==> src/rtl/sat_arbiter_pkg.sv <==
// Shared types and helpers for the saturating arbiter: FSM state encoding,
// output width derivation and the grant index width helper.
// Latency: n/a (declarations only). Backpressure: n/a.
package sat_arbiter_pkg;

  // FSM state encoding; the values are visible to host-side debug tools.
  typedef enum logic [1:0] {
    ST_IDLE  = 2'd0,
    ST_LATCH = 2'd1,
    ST_ACK   = 2'd2
  } state_e;

  // Ceiling log2 for elaboration-time width calculations.
  function automatic int clog2(input int value);
    int r;
    r = 0;
    while ((1 << r) < value) begin
      r++;
    end
    return r;
  endfunction

  // Grant index width; a single requester still needs one bit.
  function automatic int idx_width(input int nreq);
    return (nreq < 2) ? 1 : clog2(nreq);
  endfunction

  // Result width after removing LTRUNC MSBs.
  function automatic int out_len(input int in_len, input int ltrunc);
    return in_len - ltrunc;
  endfunction

endpackage

==> src/rtl/sat_arbiter_if.sv <==
// Requester-side bus of the saturating arbiter: level requests, operands,
// ack pulse and the shared result. Latency: n/a. Backpressure: req held to ack.
// Ports: req/inp from requesters; ack/outp/sat_flag/busy back from arbiter.
interface sat_arbiter_if #(
  parameter int NREQ    = 4,
  parameter int IN_LEN  = 64,
  parameter int OUT_LEN = 32
);
  logic [NREQ-1:0]        req;
  logic [NREQ*IN_LEN-1:0] inp;
  logic [NREQ-1:0]        ack;
  logic [OUT_LEN-1:0]     outp;
  logic                   sat_flag;
  logic                   busy;

  // Requester side drives requests and operands.
  modport master (
    output req,
    output inp,
    input  ack,
    input  outp,
    input  sat_flag,
    input  busy
  );

  // Arbiter side consumes requests and returns results.
  modport slave (
    input  req,
    input  inp,
    output ack,
    output outp,
    output sat_flag,
    output busy
  );
endinterface

==> src/rtl/intsat.sv <==
// Combinational truncate-and-saturate of a signed operand to OUT_LEN bits.
// Latency: 0 cycles (pure combinational). Backpressure: none.
// Ports: din (IN_LEN signed) -> dout (IN_LEN-LTRUNC signed), sat = clamped.
module intsat #(
  parameter int IN_LEN = 64,
  parameter int LTRUNC = 32
) (
  input  logic [IN_LEN-1:0]        din,
  output logic [IN_LEN-LTRUNC-1:0] dout,
  output logic                     sat
);
  localparam int OUT_LEN = IN_LEN - LTRUNC;

  // The removed MSBs plus the new sign bit must all agree for the value
  // to be representable in OUT_LEN bits.
  logic [LTRUNC:0] top_bits;
  assign top_bits = din[IN_LEN-1:OUT_LEN-1];

  always_comb begin
    dout = din[OUT_LEN-1:0];
    sat  = 1'b0;
    if (!((&top_bits) || (~|top_bits))) begin
      sat = 1'b1;
      if (din[IN_LEN-1]) begin
        dout = {1'b1, {(OUT_LEN-1){1'b0}}};
      end else begin
        dout = {1'b0, {(OUT_LEN-1){1'b1}}};
      end
    end
  end
endmodule

==> src/rtl/sat_rr_pick.sv <==
// Round-robin picker: first set request after the last granted index, wrapping.
// Latency: 0 cycles (combinational). Backpressure: none; caller decides when to use it.
// Ports: req, last -> gnt_oh (one-hot), gnt_idx (binary), any (some request set).
module sat_rr_pick #(
  parameter int NREQ  = 4,
  parameter int IDX_W = 2
) (
  input  logic [NREQ-1:0]  req,
  input  logic [IDX_W-1:0] last,
  output logic [NREQ-1:0]  gnt_oh,
  output logic [IDX_W-1:0] gnt_idx,
  output logic             any
);
  int                 cand;
  logic [IDX_W-1:0]   cand_idx;

  // Search last+1, last+2, ... last+NREQ (mod NREQ); last itself is
  // considered only after everyone else, which gives the rotation.
  always_comb begin
    gnt_oh   = '0;
    gnt_idx  = '0;
    any      = 1'b0;
    cand     = 0;
    cand_idx = '0;
    for (int k = 1; k <= NREQ; k++) begin
      cand     = (int'(last) + k) % NREQ;
      cand_idx = IDX_W'(cand);
      if (!any && req[cand_idx]) begin
        any             = 1'b1;
        gnt_idx         = cand_idx;
        gnt_oh[cand_idx] = 1'b1;
      end
    end
  end
endmodule

==> src/rtl/sat_arbiter.sv <==
// Shares one registered truncate-and-saturate stage between NREQ requesters.
// Latency: req sampled -> ack pulse 2 cycles later; one grant every 3 cycles.
// Backpressure: requesters hold req high until ack; others wait their turn.
// Ports: clk, rst_L (async low); bus (req/inp in, ack/outp/sat_flag/busy out);
//        cnt_clr clears sat_cnt (NREQ packed CNT_W-bit saturation event counters).
module sat_arbiter
  import sat_arbiter_pkg::*;
#(
  parameter int IN_LEN = 64,
  parameter int LTRUNC = 32,
  parameter int NREQ   = 4,
  parameter int CNT_W  = 16
) (
  input  logic                   clk,
  input  logic                   rst_L,
  sat_arbiter_if.slave           bus,
  input  logic                   cnt_clr,
  output logic [NREQ*CNT_W-1:0]  sat_cnt
);
  localparam int OUT_LEN = out_len(IN_LEN, LTRUNC);
  localparam int IDX_W   = idx_width(NREQ);

  // Architectural state
  state_e                        state_q, state_d;
  logic [IN_LEN-1:0]             op_q, op_d;
  logic [IDX_W-1:0]              gidx_q, gidx_d;
  logic [NREQ-1:0]               gnt_q, gnt_d;
  logic [IDX_W-1:0]              last_q, last_d;
  logic [NREQ-1:0]               ack_q, ack_d;
  logic [OUT_LEN-1:0]            outp_q, outp_d;
  logic                          sat_q, sat_d;
  logic                          busy_q, busy_d;
  logic [NREQ-1:0][CNT_W-1:0]    cnt_q, cnt_d;

  // Picker and saturator results
  logic [NREQ-1:0]               pick_oh;
  logic [IDX_W-1:0]              pick_idx;
  logic                          pick_any;
  logic [OUT_LEN-1:0]            sat_dout;
  logic                          sat_hit;

  sat_rr_pick #(
    .NREQ  (NREQ),
    .IDX_W (IDX_W)
  ) u_pick (
    .req     (bus.req),
    .last    (last_q),
    .gnt_oh  (pick_oh),
    .gnt_idx (pick_idx),
    .any     (pick_any)
  );

  // Saturation works on the latched operand, so the requester's operand
  // only has to be stable in the cycle it is granted.
  intsat #(
    .IN_LEN (IN_LEN),
    .LTRUNC (LTRUNC)
  ) u_sat (
    .din  (op_q),
    .dout (sat_dout),
    .sat  (sat_hit)
  );

  always_comb begin
    state_d = state_q;
    op_d    = op_q;
    gidx_d  = gidx_q;
    gnt_d   = gnt_q;
    last_d  = last_q;
    ack_d   = '0;       // ack is a single-cycle pulse
    outp_d  = outp_q;   // result holds until the next LATCH
    sat_d   = sat_q;
    cnt_d   = cnt_q;

    case (state_q)
      ST_IDLE: begin
        if (pick_any) begin
          op_d    = bus.inp[int'(pick_idx)*IN_LEN +: IN_LEN];
          gidx_d  = pick_idx;
          gnt_d   = pick_oh;
          last_d  = pick_idx;
          state_d = ST_LATCH;
        end
      end
      ST_LATCH: begin
        outp_d  = sat_dout;
        sat_d   = sat_hit;
        ack_d   = gnt_q;
        // Counters stick at all-ones rather than wrapping.
        if (sat_hit && (cnt_q[gidx_q] != {CNT_W{1'b1}})) begin
          cnt_d[gidx_q] = cnt_q[gidx_q] + CNT_W'(1);
        end
        state_d = ST_ACK;
      end
      ST_ACK: begin
        state_d = ST_IDLE;
      end
      default: begin
        state_d = ST_IDLE;
      end
    endcase

    // Host clear wins over a same-cycle increment; the FSM is unaffected.
    if (cnt_clr) begin
      cnt_d = '0;
    end

    busy_d = (state_d != ST_IDLE);
  end

  always_ff @(posedge clk or negedge rst_L) begin
    if (!rst_L) begin
      state_q <= ST_IDLE;
      op_q    <= '0;
      gidx_q  <= '0;
      gnt_q   <= '0;
      last_q  <= IDX_W'(NREQ-1);  // requester 0 gets first priority
      ack_q   <= '0;
      outp_q  <= '0;
      sat_q   <= 1'b0;
      busy_q  <= 1'b0;
      cnt_q   <= '0;
    end else begin
      state_q <= state_d;
      op_q    <= op_d;
      gidx_q  <= gidx_d;
      gnt_q   <= gnt_d;
      last_q  <= last_d;
      ack_q   <= ack_d;
      outp_q  <= outp_d;
      sat_q   <= sat_d;
      busy_q  <= busy_d;
      cnt_q   <= cnt_d;
    end
  end

  assign bus.ack      = ack_q;
  assign bus.outp     = outp_q;
  assign bus.sat_flag = sat_q;
  assign bus.busy     = busy_q;
  assign sat_cnt      = cnt_q;

endmodule

==> src/flat_wrapper.sv <==
// flat-port wrapper written by rule: the top's interface ports become plain ports
module sat_arbiter_flat import sat_arbiter_pkg::*;
#(
  parameter int IN_LEN = 64,
  parameter int LTRUNC = 32,
  parameter int NREQ   = 4,
  parameter int CNT_W  = 16
)
  (clk, rst_L, cnt_clr, sat_cnt, bus_req, bus_inp, bus_ack, bus_outp, bus_sat_flag, bus_busy);
  sat_arbiter_if #(.NREQ(NREQ), .IN_LEN(IN_LEN), .OUT_LEN((IN_LEN - LTRUNC))) bus_i ();
  input  logic clk;
  input  logic rst_L;
  input  logic cnt_clr;
  output logic [NREQ*CNT_W-1:0] sat_cnt;
  input wire logic [$bits(bus_i.req)-1:0] bus_req;
  input wire logic [$bits(bus_i.inp)-1:0] bus_inp;
  output wire logic [$bits(bus_i.ack)-1:0] bus_ack;
  output wire logic [$bits(bus_i.outp)-1:0] bus_outp;
  output wire logic [$bits(bus_i.sat_flag)-1:0] bus_sat_flag;
  output wire logic [$bits(bus_i.busy)-1:0] bus_busy;
  assign bus_i.req = bus_req;
  assign bus_i.inp = bus_inp;
  assign bus_ack = bus_i.ack;
  assign bus_outp = bus_i.outp;
  assign bus_sat_flag = bus_i.sat_flag;
  assign bus_busy = bus_i.busy;
  sat_arbiter #(.IN_LEN(IN_LEN), .LTRUNC(LTRUNC), .NREQ(NREQ), .CNT_W(CNT_W)) u_core (.clk(clk), .rst_L(rst_L), .bus(bus_i), .cnt_clr(cnt_clr), .sat_cnt(sat_cnt));
endmodule
==> config.mk <==
export PLATFORM = sky130hd
export DESIGN_NAME = sat_arbiter_flat
export DESIGN_NICKNAME = d
export VERILOG_FILES = /design/src/rtl/sat_arbiter_pkg.sv /design/src/rtl/sat_arbiter_if.sv /design/src/rtl/intsat.sv /design/src/rtl/sat_rr_pick.sv /design/src/rtl/sat_arbiter.sv /design/src/flat_wrapper.sv
export SDC_FILE = /design/constraint.sdc
export NUM_CORES = 1
export LEC_CHECK = 0
export CAP_MARGIN = 20
export CORE_MARGIN = 10
export CORE_UTILIZATION = 51
export DETAILED_ROUTE_END_ITERATION = 8
export DONT_BUFFER_PORTS = 1
export PLACE_DENSITY = 0.78
export RECOVER_POWER = 100
export SLEW_MARGIN = 25
export SYNTH_ARGS = -nofsm -noshare
export SYNTH_HDL_FRONTEND = slang
export SYNTH_SLANG_ARGS = --single-unit
==> constraint.sdc <==
create_clock -name clk -period 7.68 [get_ports clk]
set_input_delay 0.384 -clock clk [delete_from_list [all_inputs] [get_ports clk]]
set_output_delay 0.384 -clock clk [all_outputs]
set_load 0.01 [all_outputs]
==> results of run 1 <==
[worst paths after layout]
check / from / end / slack [ps] / depth (start not counted)
max: u_core.op_q[52] / u_core.sat_cnt[30] / 2510 / 8
min: cnt_clr / u_core.sat_cnt[25] / 30 / 1
max reg2reg: u_core.op_q[52] / u_core.sat_cnt[30] / 2510 / 8
min reg2reg: u_core.gnt_q[0] / u_core.gnt_q[0] / 470 / 2
max in group asynchronous: rst_L / u_core.gidx_q[1] / 3350 / 1
min in group asynchronous: rst_L / u_core.sat_cnt[5] / 1450 / 1
[sequential cells by signal, indices dropped and copies added (netlist names)]
signal	cells
u_core.last_q	2
u_core.bus.sat_flag	1
u_core.bus.ack	4
u_core.gnt_q	4
u_core.gidx_q	2
u_core.bus.busy	1
u_core.state_q	2
u_core.sat_cnt	64
u_core.bus.outp	32
u_core.op_q	64
[report_power, final]
group | leakage (nW) | switching, mW | internal (mW)
sequential | 2.25 | 0.410 | 1.30
combinational | 1.89 | 1.37 | 0.883
clock | 0.272 | 0.395 | 0.486
[final cells by class]
class | count | area share [%]
Multi-Input combinational cell | 664 | 47.2
Sequential cell | 176 | 42.3
Clock buffer | 18 | 4.12
Tap cell | 260 | 3.12
Clock inverter | 14 | 1.51
Timing Repair Buffer | 19 | 1.15
Inverter | 12 | 0.433
Antenna cell | 6 | 0.144
[cell usage after synthesis, types with 3 or more instances]
cell	n	area [µm²]
dfrtp_1	174	4350
ha_1	9	113
nor3_1	22	110
nor4_1	28	175
a31oi_1	51	319
xnor2_1	7	61.3
clkbuf_1	65	244
nand2_1	114	428
buf_4	13	97.6
o221ai_1	64	561
a21oi_1	46	230
mux4_2	17	383
a22oi_1	4	30.0
buf_6	9	101
nor3_4	4	65.1
o31ai_1	3	22.5
nand4_1	23	144
o31ai_2	8	100
nor2_1	11	41.3
buf_2	6	30.0
xor2_1	6	52.6
a211oi_1	29	218
o221a_2	4	45.0
o21ai_0	37	185
and2_1	4	25.0
mux2i_1	134	1340
inv_1	12	45.0
nand2b_1	6	37.5
[metal layers]
metal	track usage, %	wire (µm)
met3	9.68	3640
met2	39.3	16300
met1	28.7	12000
met5	0	0
met4	8.13	752
[stage by stage]
stage               setup slack, ps  total power, mW  std cells  hold WS [ps]  utilization, %
finish                         2510             4.84       1169          26.0            54.9
global route                   2020             5.16       1168          1.46            54.9
CTS                            3440             4.85       1161          9.17            55.5
detailed placement             3460             3.95       1128          94.1            52.3
global placement               3620             3.87       1128          93.7            52.3
floorplan                      4680             3.49        947          88.4               -
[timing repair]
| item | CTS | global route |
|---|---|---|
| setup buffers | 0 | 0 |
| hold buffers | 1 | 2 |
| endpoints found under the hold margin | 176 | 5 |
[worst max-delay path, cell delays in order (launching register included)]
cell and delay [ps]:
dfrtp_1 390, nand4_1 120, or4_1 580, o21ai_0 180
clkbuf_1 1330, a221o_1 320, clkbuf_1 1190, nor3_1 560
a211oi_1 380
[kinds of logic after synthesis]
| family | count (synthesis) | share of synthesized area [%] |
|---|---|---|
| AOI/OAI and AO/OA | 259 | 18.5 |
| and+or+nand+nor | 230 | 11.8 |
| DFF | 176 | 44.4 |
| muxes | 153 | 17.7 |
| buffers and inverters | 107 | 5.29 |
| xor gates and xnor gates | 13 | 1.15 |
| adders and majority gates | 9 | 1.13 |
==> impl_results.md, run 1 <==
- Area growth, synth to finish: 4.92%
- Outcome: complete, but fails checks
- Routed len/inst: 28.0 µm
- Tot GR Track Use: around 24%
- Ys Warns: 0
- Final number of max-transition violations: roughly 440
- Final Net Count: 1162
- Fin Clk Skew: 11.4 ps
- VDD IR max: 324 µV
- Clock sink count: 176
- Main synth FF type: dfrtp_1
- TNS Setup: 0 ps
- Fill cell count: about 1600
- Register area: between 4000 and 5000 µm²
- Mean post-synth cell area: 10.5 µm²
- DRC Markers: 0
- Clk root buf: clkbuf_16
- Vias in the first global route: ~7900
- Multi-input gate area: 4910 µm²
- Seq/Total Area, Yosys: 44.4%
- Syn Nets: approximately 1200
- #FFs+latches synth: roughly 180
- Synthesized area: 9930 µm²
- Die Wd: 160 µm
- Gr ovfl total: 0
- Arr. time, crit path: 5490 ps
- CP required: around 8000 ps
- Most common cell after layout, fill and taps aside: dfrtp_1
- Hold Path Class: in -> reg
- Max-Cap Viols: 7
- Worst rel slew slack: -198%
- PwrDens: 465 nW/µm²
- DP Area: 9910 µm²
- Core Area: 19000 µm²
- Post-Layout Inst Area: 10400 µm²
- Pleak: between 4 and 5 nW
- Number of synthesized flops with an enable pin: 0
- Final GP Congestion: 0.849
- Via count: 7973
- Largest net degree at the start of global routing: 177
- First-pass GRT wire length: 49.2 mm
- CTS buffer count: 17
- Crit end category: register
- Commonest non-fill, non-tap cells in the layout: dfrtp_1 (172), mux2i_1 (134), nand2_1 (113), o221ai_1 (64), a31oi_1 (51)
- Pre-antenna DRT Iters: 5
- Hpwl dp: 23.3 mm
- Startpoint types: register
- CTS Buffer Depth: 2
- Initial drt markers: 629
- Layout cell share with drive strength beyond 1: 8.42%
- RSZ-0062 raised after global routing: false
- Port bufs: 0
- Fmax: 194 MHz
- Minimum clock period: 5170 ps
- Initial antenna violation count: 5
- FP Rows: 50
- Total routed wirelength: approximately 33 mm
- # resized after CTS: 0
- I/O pin cnt: 365
- Die area: 25400 µm²
- ANT nets after route: 0
- Skew-Pair Late Insertion Delay: 420 ps
- Failing checks: capacitance limit, slew limit
- Die Y: roughly 160 µm
- Ys async rst share: between 90% and 100%
- Critical path type: reg -> reg
- Routed vias/inst: 6.82
- Worst Path Max Fanout: 36
- Hold Violations, Final: 0
- Clock tree from TritonCTS: yes
- CTS H-tree depth: 4
- Initial core utilization: 52.4%
- CTS clk-pin slew, worst paths: 70 ps
- Final setup violation count: 0
- Worst-Margin Slew: 4470 ps
- Syn Inst Count: 947
- Distinct cells, synth: between 50 and 60
- Part of the cycle the worst path needs: about two thirds
(Power assumes the default switching activity.)
==> inputs of run 2 (changes only) <==
PLACE_DENSITY = 0.81   (was 0.78)
clock period = 4.7 ns   (was 7.68 ns; I/O delays follow)
==> impl_results.md, run 2 (same netlist as run 1, synthesis figures left out) <==
- Hold Path Class: in -> reg
- Failing checks: capacitance limit, slew limit
- ANT nets after route: 0 (unchanged)
- CTS Buffer Depth: 2 (unchanged)
- VDD IR max: 487 µV (+50%)
- Final Net Count: 1164 (+0.17%)
- Worst-Margin Slew: 2530 ps (-1940 ps)
- Via count: 8010 (+0.46%)
- Worst Path Max Fanout: 60 (+67%)
- Part of the cycle the worst path needs: 83.1% (+16 points)
- Tot GR Track Use: 24.7% (+0.52 points)
- Initial antenna violation count: 2 (-3)
- Area growth, synth to finish: 6.88%
- FP Rows: 50 (unchanged)
- TNS Setup: 0 ps (unchanged)
- Outcome: complete, but fails checks
- First-pass GRT wire length: 50.2 mm (+2.0%)
- Hold Violations, Final: 0 (unchanged)
- CP Launch Point: u_core.gidx_q[0]
- Fill cell count: 1612 (-1.6%)
- Critical path type: reg -> reg
- Total power draw: 8.08 mW (+67%)
- Fmax: 256 MHz (+32%)
- Minimum clock period: 3900 ps (-1260 ps)
- Crit end category: register
- Startpoint types: register
- CTS H-tree depth: 4 (unchanged)
- Most common cell after layout, fill and taps aside: dfrtp_1
- Pleak: 4.50 nW (+2.1%)
- Initial core utilization: 52.4% (unchanged)
- I/O pin cnt: 365 (unchanged)
- Final setup violation count: 0 (unchanged)
- Setup Buffers After CTS: 0 (unchanged)
- Clock sink count: 176 (unchanged)
- Final number of max-transition violations: 243 (-45%)
- CP required: 5030 ps (-2970 ps)
- Initial drt markers: 725 (+15%)
- Die Wd: 160 µm (unchanged)
- Layout cell share with drive strength beyond 1: 10.6% (+2.2 points)
- Clk root buf: clkbuf_16
- Hpwl dp: 23.6 mm (+1.3%)
- Die area: 25400 µm² (unchanged)
- Gr ovfl total: 0 (unchanged)
- CTS buffer count: 17 (unchanged)
- DRC Markers: 0 (unchanged)
- Arr. time, crit path: 4230 ps (-1260 ps)
- Largest net degree at the start of global routing: 177 (unchanged)
- Worst rel slew slack: -68.8% (+130 points)
- Port bufs: 0 (unchanged)
- Vias in the first global route: 7998 (+1.7%)
- CTS clk-pin slew, worst paths: 70 ps (about the same)
- Fin Clk Skew: 21.3 ps (+9.92 ps)
- # resized after CTS: 0 (unchanged)
- Routed len/inst: 28.2 µm (+0.98%)
- Clock tree from TritonCTS: yes
- PwrDens: 762 nW/µm² (+64%)
- Final GP Congestion: 0.872 (+2.7%)
- CTS Hold Buffers Added: 3 (+2)
- Skew-Pair Late Insertion Delay: 440 ps (+20 ps)
- Die Y: 160 µm (unchanged)
- Total routed wirelength: 32.9 mm (+0.80%)
- Reg-to-Reg Start: u_core.gidx_q[0]
- RSZ-0062 raised after global routing: false
- Commonest non-fill, non-tap cells in the layout: dfrtp_1 (173), mux2i_1 (134), nand2_1 (113), o221ai_1 (64), a31oi_1 (51)
- Pre-antenna DRT Iters: 5 (unchanged)
- Worst hold start: bus_inp[73]
- Routed vias/inst: 6.86 (+0.64%)
- Core Area: 19000 µm² (unchanged)
- Max-Cap Viols: 2 (-5)
[run 2: worst paths after layout]
path / to / slack, ps / depth (start not counted)
worst min register to register: u_core.gnt_q[0] / 470 / 2
worst min-delay path: u_core.op_q[9] / 10 / 2
worst max-delay path: u_core.sat_cnt[30] / 800 / 8
worst max register to register: u_core.sat_cnt[30] / 800 / 8
min in group asynchronous: u_core.gidx_q[1] / 1090 / 2
max in group asynchronous: u_core.bus.outp[12] / 1920 / 2
[run 2: layer usage]
layer	wire [µm]	global-route usage [%]	vias to the layer above
li1	-	-	3548
met1	11900	28.8	3975
met2	16900	41.7	456
met3	3510	9.35	31
met4	595	6.82	0
met5	0	0	-
[run 2: report_power, final]
part	internal [mW]	total (mW)	switching (mW)
logic	1.44	3.68	2.24
registers	2.11	2.88	0.763
clock network	0.837	1.52	0.681
[run 2: stage by stage]
| stage | hold slack (ps) | instances | util (%) | setup slack (ps) | cell area (µm²) |
|---|---|---|---|---|---|
| 2_1_floorplan | -60.6 | 947 | - | 1700 | 9930 |
| 3_3_place_gp | -55.1 | 1130 | 52.5 | 1300 | 9960 |
| 3_5_place_dp | -54.9 | 1130 | 52.5 | 1180 | 9960 |
| 4_1_cts | 7.95 | 1165 | 56.2 | 1180 | 10600 |
| 5_1_grt | 3.15 | 1167 | 56.0 | 513 | 10600 |
| 6_report | 13.5 | 1167 | 56.0 | 796 | 10600 |
[run 2: area by class of cell]
| type | count | area, µm² | share of cell area, % |
|---|---|---|---|
| antenna | 2 | 5.00 | 0.0472 |
| clock buffer | 19 | 453 | 4.27 |
| clock inverter | 13 | 169 | 1.59 |
| inverter | 12 | 45.0 | 0.425 |
| multi-input combinational | 664 | 5000 | 47.2 |
| sequential | 176 | 4410 | 41.5 |
| tap | 260 | 325 | 3.07 |
| timing repair buffer | 21 | 199 | 1.88 |
[run 2: worst max-delay path, stage by stage (launching register included)]
cell      delay (ps)
dfrtp_1         1120
buf_4            430
mux4_2           620
nand4_1          200
nor3_1           140
a221oi_4         260
buf_4            550
a31oi_1          180
a211oi_1         280
==> inputs of run 3 (changes only) <==
PLACE_DENSITY = 0.78   (was 0.81)
clock period = 3.9 ns   (was 4.7 ns; I/O delays follow)
==> impl_results.md, run 3 (same netlist as run 1, synthesis figures left out) <==
- Outcome: complete, but fails checks
- Failing checks: hold timing, capacitance limit, slew limit, setup timing
- Die Y: 160 µm (unchanged)
- R2R cell count: 11 (+3)
- Skew-Pair Late Insertion Delay: 430 ps (about the same)
- Final worst slack: -20.3 ps (-817 ps)
- CTS Hold Buffers Added: 97 (+94)
- Worst path bufs/invs: 4 (+2)
- Via count: 8786 (+9.7%)
- Vias in the first global route: 8679 (+8.5%)
- Largest net degree at the start of global routing: 177 (unchanged)
- Max-Cap Viols: 2 (unchanged)
- Die area: 25400 µm² (unchanged)
- Routed vias/inst: 6.84 (-0.38%)
- DRC Markers: 0 (unchanged)
- Crit end category: register
- Pre-antenna DRT Iters: 6 (+1)
- Final setup violation count: 1 (+1)
- Area growth, synth to finish: 18.5%
- FP Rows: 50 (unchanged)
- Tot GR Track Use: 26.4% (+1.6 points)
- Fin Clk Skew: 13.5 ps (-7.76 ps)
- Worst Path Max Fanout: 10 (-83%)
- Hold slack: -534 ps (-547 ps)
- CTS clk-pin slew, worst paths: 70 ps (about the same)
- Final Net Count: 1279 (+9.9%)
- GRT met3 Usage: 10.7% (+1.4 points)
- First-pass GRT wire length: 53.3 mm (+6.2%)
- Fill cell count: 1466 (-9.1%)
- Port bufs: 0 (unchanged)
- Commonest non-fill, non-tap cells in the layout: dfrtp_1 (172), mux2i_1 (134), nand2_1 (113), dlygate4sd3_1 (96), o221ai_1 (64)
- Minimum clock period: 3920 ps (+16.7 ps)
- DP Worst Slack: 449 ps (-734 ps)
- Layout cell share with drive strength beyond 1: 11.8% (+1.2 points)
- Initial core utilization: 52.4% (unchanged)
- ANT nets after route: 0 (unchanged)
- Arr. time, crit path: 4170 ps (-60 ps)
- CP required: 4150 ps (-880 ps)
- CP cell instances: inv_1 -> ha_1 -> mux4_2 -> nor3b_1 -> a21oi_1 -> o211ai_1 -> clkbuf_16 -> buf_4 -> mux2i_1 -> dlygate4sd3_1 -> o221ai_1
- Routed len/inst: 28.2 µm (about the same)
- Hold Path Class: in -> async
- Startpoint types: register
- Most common cell after layout, fill and taps aside: dfrtp_1
- VDD IR max: 641 µV (+32%)
- Clk root buf: clkbuf_16
- M2 GR Usage: 43.6% (+2.0 points)
- Worst-Margin Slew: 1810 ps (-719 ps)
- Delay-heaviest family, CP: buffers and inverters
- Reg-to-Reg Start: u_core.last_q[1]
- Critical path type: reg -> reg
- Initial drt markers: 814 (+12%)
- Part of the cycle the worst path needs: 101% (+17 points)
- Total routed wirelength: 36.3 mm (+10%)
- Reg2reg end: u_core.op_q[50]
- Die Wd: 160 µm (unchanged)
- Pleak: 5.02 nW (+11%)
- Hold Violations, Final: 176 (+176)
- Final number of max-transition violations: 108 (-56%)
- CP peak stage delay: 660 ps (-460 ps)
- Hpwl dp: 23.6 mm (about the same)
- Clock sink count: 176 (unchanged)
- CTS Buffer Depth: 2 (unchanged)
- Core Area: 19000 µm² (unchanged)
- PwrDens: 888 nW/µm² (+17%)
- Final GP Congestion: 0.888 (+1.8%)
- CTS buffer count: 17 (unchanged)
- Top Usage Layer GRT: met2
- Routing usage on met1: 29.6% (+0.73 points)
- Worst rel slew slack: -20.8% (+48 points)
- Gr ovfl total: 0 (unchanged)
- Slowest CP cell: dfstp_2
- CTS H-tree depth: 4 (unchanged)
- Initial antenna violation count: 5 (+3)
- TNS Setup: -20.3 ps (-20.3 ps)
- Clock tree from TritonCTS: yes
- Fmax: 255 MHz (-0.42%)
- I/O pin cnt: 365 (unchanged)
- Flop-to-flop setup slack: -20 ps (-820 ps)
[run 3: worst max-delay path by stage]
stage | to | cells past startpoint | slack (ps) | from
floorplan | u_core.op_q[16] | 12 | 900 | u_core.last_q[0]
global placement | u_core.op_q[15] | 10 | 540 | u_core.last_q[0]
detailed placement | u_core.op_q[15] | 10 | 450 | u_core.last_q[0]
CTS | u_core.op_q[17] | 11 | 20 | u_core.last_q[0]
global route | u_core.op_q[50] | 11 | -60 | u_core.last_q[1]
finish | u_core.op_q[50] | 11 | -20 | u_core.last_q[1]
[run 3: layout make-up]
type | count | area, µm² | share of cell area [%]
antenna | 5 | 12.5 | 0.106
clock inverter | 15 | 220 | 1.87
clock buffer | 17 | 425 | 3.62
sequential | 176 | 4410 | 37.5
inverter | 12 | 45.0 | 0.383
tap | 260 | 325 | 2.77
multi-input combinational | 664 | 5000 | 42.5
timing repair buffer | 136 | 1320 | 11.2
[run 3: where the power goes]
part | switching (mW) | leakage [nW] | total [mW] | internal (mW)
combinational | 3.02 | 2.46 | 5.15 | 2.13
sequential | 0.850 | 2.25 | 3.40 | 2.55
clock | 0.795 | 0.313 | 1.89 | 1.10
[run 3: layer usage]
layer	part of all wire (%)	wire, µm	up-vias
li1	-	-	3769
met1	36	13000	4293
met2	49	17800	631
met3	11	4070	93
met4	3.8	1380	0
met5	0	0	-
[run 3: what timing repair did]
action,in CTS,in global routing
endpoints found under the hold margin,284,176
endpoints found under the setup margin,0,16
resized for setup,0,3
setup buffers,0,11
[run 3: through the flow]
step	area (µm²)	cells	power, mW	utilization [%]
finish	11800	1285	10.4	62.0
global route	11800	1285	11.0	62.0
global placement	10000	1137	7.76	52.8
detailed placement	10000	1137	7.90	52.8
floorplan	9930	947	6.87	-
CTS	11700	1266	10.0	61.5
